===== src/rtl/ex_mem_stage_reg.sv =====
// EX/MEM pipeline register with the architectural NZVC flag register.
// Also provides a zero-cycle flag bypass and B.cond evaluation for EX.
module ex_mem_stage_reg #(
  parameter int DATA_W = 64,
  parameter int REG_W  = 5
) (
  input  logic              clk,
  input  logic              reset,
  input  logic              stall,
  input  logic              flush,
  input  logic              ex_valid,
  input  logic [DATA_W-1:0] ex_result,
  input  logic              ex_negative,
  input  logic              ex_zero,
  input  logic              ex_overflow,
  input  logic              ex_carry,
  input  logic              ex_set_flags,
  input  logic [DATA_W-1:0] ex_store_data,
  input  logic [REG_W-1:0]  ex_rd,
  input  logic              ex_reg_write,
  input  logic              ex_mem_write,
  input  logic              ex_mem_read,
  input  logic              ex_mem_to_reg,
  input  logic [3:0]        ex_cond,
  output logic              mem_valid,
  output logic [DATA_W-1:0] mem_result,
  output logic [DATA_W-1:0] mem_store_data,
  output logic [REG_W-1:0]  mem_rd,
  output logic              mem_reg_write,
  output logic              mem_mem_write,
  output logic              mem_mem_read,
  output logic              mem_mem_to_reg,
  output logic [3:0]        flags_q,
  output logic [3:0]        flags_fwd,
  output logic              cond_true
);

  localparam logic [REG_W-1:0] XZR = '1;

  logic [3:0] alu_flags;
  logic       flag_wr;
  logic       n, z, v, c;

  assign alu_flags = {ex_negative, ex_zero, ex_overflow, ex_carry};
  assign flag_wr   = ex_valid & ex_set_flags;

  always_ff @(posedge clk) begin
    if (reset) begin
      mem_valid      <= 1'b0;
      mem_result     <= '0;
      mem_store_data <= '0;
      mem_rd         <= '0;
      mem_reg_write  <= 1'b0;
      mem_mem_write  <= 1'b0;
      mem_mem_read   <= 1'b0;
      mem_mem_to_reg <= 1'b0;
      flags_q        <= 4'b0000;
    end else if (flush) begin
      // Bubble: flags are left untouched on a flush.
      mem_valid      <= 1'b0;
      mem_result     <= '0;
      mem_store_data <= '0;
      mem_rd         <= '0;
      mem_reg_write  <= 1'b0;
      mem_mem_write  <= 1'b0;
      mem_mem_read   <= 1'b0;
      mem_mem_to_reg <= 1'b0;
    end else if (!stall) begin
      mem_valid      <= ex_valid;
      mem_result     <= ex_result;
      mem_store_data <= ex_store_data;
      mem_rd         <= ex_rd;
      mem_reg_write  <= ex_valid & ex_reg_write & (ex_rd != XZR);
      mem_mem_write  <= ex_valid & ex_mem_write;
      mem_mem_read   <= ex_valid & ex_mem_read;
      mem_mem_to_reg <= ex_valid & ex_mem_to_reg;
      if (flag_wr)
        flags_q <= alu_flags;
    end
  end

  // ADDS/SUBS in EX bypass their flags straight to B.cond.
  assign flags_fwd = (flag_wr & ~flush) ? alu_flags : flags_q;
  assign {n, z, v, c} = flags_fwd;

  always_comb begin
    cond_true = 1'b1;
    unique case (ex_cond)
      4'd0:  cond_true = z;
      4'd1:  cond_true = ~z;
      4'd2:  cond_true = c;
      4'd3:  cond_true = ~c;
      4'd4:  cond_true = n;
      4'd5:  cond_true = ~n;
      4'd6:  cond_true = v;
      4'd7:  cond_true = ~v;
      4'd8:  cond_true = c & ~z;
      4'd9:  cond_true = ~(c & ~z);
      4'd10: cond_true = (n == v);
      4'd11: cond_true = (n != v);
      4'd12: cond_true = ~z & (n == v);
      4'd13: cond_true = ~(~z & (n == v));
      4'd14: cond_true = 1'b1;
      4'd15: cond_true = 1'b1;
    endcase
  end

endmodule


===== config.mk =====
export PLATFORM = sky130hd
export DESIGN_NAME = ex_mem_stage_reg
export DESIGN_NICKNAME = d
export VERILOG_FILES = /design/src/rtl/ex_mem_stage_reg.sv
export SDC_FILE = /design/constraint.sdc
export NUM_CORES = 1
export LEC_CHECK = 0
export ABC_AREA = 1
export CAP_MARGIN = 5
export CORE_UTILIZATION = 41
export DETAILED_ROUTE_END_ITERATION = 12
export PLACE_DENSITY_LB_ADDON = 0.2
export SLEW_MARGIN = 10
export SYNTH_ARGS = -nofsm -noshare
export SYNTH_HDL_FRONTEND = slang
export SYNTH_SLANG_ARGS = --single-unit

===== constraint.sdc =====
create_clock -name clk -period 2 [get_ports clk]
set_input_delay 0.2 -clock clk [delete_from_list [all_inputs] [get_ports clk]]
set_output_delay 0.2 -clock clk [all_outputs]
set_load 0.03 [all_outputs]

# After elaboration in Yosys (flattened, before gate mapping)
# Cells that the tools add are included.
[word_totals]
wordCells = 50
ff_bits = 142
inputBits = 151
[classes]
n_eq_ne = 18
n_mux = 2
n_reduce_logical = 4
bitwise_logic = 17
[op_table]
columns = ["operator", "n"]
rows = [
  ["== test 4 bit, second input constant", 8],
  ["== test 4 x 3 -> 1 bit, second input constant", 4],
  ["case mux 1 bit (15 select lines)", 1],
  ["bitwise AND 1 bit", 9],
  ["== test 4 x 2 -> 1 bit, second input constant", 2],
  ["inverter 1 bit", 8],
  ["!= test 5 bit, second input constant", 1],
  ["== test 4 x 1 -> 1 bit, second input constant", 1],
  ["zero test 4 bit", 1],
  ["two-way mux 4 bit", 1],
  ["OR reduction 2 bit", 2],
  ["AND reduction 3 bit", 1],
  ["== test 1 bit", 1],
  ["!= test 1 bit", 1],
]

# Longest topological paths before layout
[logic_depth]
depth_word = 7
mapped_depth = 12

# Worst setup path after synthesis
# No wires, ideal clock.
[synth_path]
path_type = "reg2out"
start = "reg flags_q[2]"
end = "out cond_true"
path_buffers = 0
arrival_ps = 1444
slack_ps = 356
stages_incl_launch_ff = 8
cell_sequence = "dfxtp_1 nand2_1 nand2_1 inv_2 nand3_1 nand3_1 nor2_1 nand3_1"
[synth_between]
elab_chain_len = 5
elab_cells_between_ends = 7
classes_between = "2 x mux; 5 x bitwise"
[synth_rtl]
columns = ["item", "line", "text"]
rows = [
  ["start, declared", "33", "output logic [3:0] flags_q,"],
  ["start signal, assigned", "78", "flags_q <= alu_flags;"],
  ["two-way mux 4 bit (*)", "83", "assign flags_fwd = (flag_wr & ~flush) ? alu_flags : flags_q;"],
  ["via flags_fwd[2]", "34", "output logic [3:0] flags_fwd,"],
  ["inverter 1 bit", "n/a", ""],
  ["bitwise AND 1 bit (on tied branches)", "n/a", ""],
  ["inverter 1 bit (on tied branches)", "102, 98", ""],
  ["case mux 1 bit (15 select lines) (*)", "88", "unique case (ex_cond)"],
  ["end, declared", "35", "output logic cond_true"],
]
# Mark *: on every way through the listed nets, which the timed path passes. The rest lies on a longest branch.

# Worst setup path in the final report
[layout_path]
start = "reg flags_q[0]"
end = "out flags_fwd[0]"
[layout_between]
elab_chain_len = 1
[layout_rtl]
columns = ["item", "line"]
rows = [
  ["two-way mux 4 bit", "83"],
  ["end, declared", "34"],
]
# Every way passes these cells.

==> flow_summary.toml <==
[status]
outcome = "finished, final reports clean"

[sta]
hold_viol = 0
slew_headroom_pct = 74.7
min_period_ns = 1.86
hold_ws_ns = 0.0809
layout_setup_ws_ns = 0.135
worst_pin_slew_ns = 0.379
drv_slew = 0
period_share_pct = 93.2
fin_worst_skew_ns = 0
fmax_ghz = 0.536
rsz0062_at_grt = "no"
setup_viol = 0

[setup_path]
critPathArrivalTime_ns = 1.66
cp_data_required_time_ns = 1.80
endpoint_kind = "output pin"
worstPathMaxFanout = 4
worstSetupStartpointType = "register"
crit_type = "reg2out"

[finish]
layout-drive-gt1-share_pct = 5.55
num_antenna_cells = 0
register_area_sq_um = 2840
area_delta_synth_final_pct = 71.5
top_regs = "mem_result: 64 flops, mem_store_data: 64 flops, mem_rd: 5 flops"
fin_area_sq_um = 8910
final_cells = 1159
nNetsFinal = 1131
final_util_pct = 73.3
multi_input_area_sq_um = 2110
nFillCells = 988

[floorplan]
core_area_sq_um = 12200
die_area_sq_um = 13100
std_cell_rows = 40
die_y_um = 115
pin_count = 298
start_util_pct = 42.7
die_x_um = 115

[global_routing]
grt_use_total_pct = 24.4
grt-ovfl-total = 0
grt_pass1_vias = 5049
antenna_found_initial = 0
grt_max_degree = 75
grt_pass1_wl_mm = 24.8

[clock_tree]
numCtsBuffers = 17
htree_levels = 4
cts.clk_slew.worst_paths_ns = 0.05
clk_path_buf_depth = 2
clk_root_buffer_cell = "clkbuf_16"
cts_sinks = 142
clock_latency_ns = 0.41
cts_tree = "done"

[power]
p_sw_mw = 1.67
p_leak_nw = 3.42
switching_share_pct = 23.9
seqPwrFrac_pct = 42.3
clkPwrFrac_pct = 42.7
combinationalPowerShare_pct = 14.9
power_density_nw_per_um2 = 786
vdd_drop_max_mv = 0.662
p_int_mw = 5.33

[flow_run]
drv_cap = 0

[route]
wl_mm = 16.1
ant_nets = 0
drt_iter0_markers = 312
drc = 0
vias = 5447
viasPerCell = 4.70
drtPass1Iterations = 6
wl_per_cell_um = 13.9

[logic_synthesis]
synthSimpleGateAreaFrac_pct = 26.4
netlist_instances = 699
avgSynthCellArea_sq_um = 7.43
synth_top_family_by_area = "simple AND/OR/NAND/NOR gates"
yosys_warnings = 0
synth_fa_ha_area_share_pct = 0
synth_area_leaders = "dfxtp_1, nand2_1, a21oi_1"
synth-compound-area-share_pct = 14.0
synthesis.nets = 850
synth_mux_area_share_pct = 0
synth_top_area_share_pct = 54.7
synth_largest_area_cell = "dfxtp_1"
synth-xor-area-share_pct = 0
ys_seq_area_share_pct = 54.7
synth_cell_types = 18
synthesis.area_sq_um = 5200
yosys_register_bits = 142

[placement]
hpwl_mm = 11.2
place_ws_ns = -0.0419
finalWeightedCongestion = 0.855
numPortBuffers = 297
placed_cell_area_sq_um = 8300
dpl.cell_count = 1126

[hold_path]
hold_path.class = "in2reg"
## cells in the mapped netlist
cell type / number
clkbuf_1: 19
a21oi_1: 139
dfxtp_1: 142
nand4_1: 3
nand3_1: 12
o21ai_1: 1
inv_2: 3
inv_1: 14
nor2_1: 20
o21ai_0: 2
nand2_2: 6
o211ai_1: 1
a211oi_1: 1
buf_1: 7
nand2_1: 308
buf_2: 19
nor2_2: 1
nand3_4: 1
## cell type report
class	instances	share of cell area (%)
Clock buffer	25	5.78
Clock inverter	5	0.618
Inverter	17	0.744
Multi-Input combinational cell	495	23.7
Sequential cell	142	31.9
Tap cell	168	2.36
Timing Repair Buffer	307	34.9
## critical path, stage by stage, from the launching register on
cell	delay (ns)
dfxtp_1	0.38
nand2_1	0.10
nand2_2	0.10
clkdlybuf4s50_1	0.67
## through the flow
step	TNS (ns)	power (mW)
floorplan	0	3.49
global placement	0	4.05
detailed placement	-0.0587	4.06
CTS	0	7.06
global route	0	7.28
finish	0	7.00
## placed cells by master (no fill, tap or decap), drive strengths merged
cell type      instances
nand3                 13
clkbuf                25
clkinvlp               2
dlygate4sd2            2
buf                   14
nand2                314
nor2                  21
inv                   17
a211oi                 1
nand4                  3
dlymetal6s2s           3
dfxtp                142
clkinv                 2
bufinv                 1
a21oi                139
clkdlybuf4s50        288
o211ai                 1
o21ai                  3
## power groups by stage
| stage | clock network [mW] | logic (mW) | registers, mW |
|---|---|---|---|
| final | 2.99 | 1.05 | 2.96 |
| after global routing | 3.19 | 1.12 | 2.97 |
| after CTS | 3.05 | 1.05 | 2.96 |
| after detailed placement | 0 | 1.04 | 3.02 |
| after global placement | 0 | 1.03 | 3.02 |
| after floorplan | 0 | 0.293 | 3.20 |
## final timing paths
path | start | to | slack [ns] | depth (start not counted)
max reg2reg | flags_q[3]$_SDFFE_PP0P_ | flags_q[3]$_SDFFE_PP0P_ | 1.26 | 2
min reg2reg | mem_result[9]$_SDFFE_PP0N_ | mem_result[9]$_SDFFE_PP0N_ | 0.46 | 2
min | ex_overflow | flags_q[1]$_SDFFE_PP0P_ | 0.08 | 3
max | flags_q[0]$_SDFFE_PP0P_ | flags_fwd[0] | 0.14 | 3
## repair_timing
action,4_1_cts,5_1_grt
resized for setup,2,6
pin swaps,0,3
setup endpoints to repair,2,3
hold buffers,0,0
setup buffers,0,3
## layer usage
layer | part of all wire (%) | track usage (%) | wire length, um | vias to the layer above
met2 | 49 | 40.8 | 7900 | 212
met1 | 38 | 26.2 | 6170 | 2403
li1 | - | - | - | 2791
met3 | 9.2 | 10.5 | 1480 | 41
met5 | 0 | 0 | 0 | -
met4 | 3.6 | 12.5 | 586 | 0
## cells by family after synthesis
kind of cell / count (synthesis)
flops: 142
buf+inv: 62
simple gates: 351
compound gates: 144
Note: power is estimated with default switching activity, not from simulation.
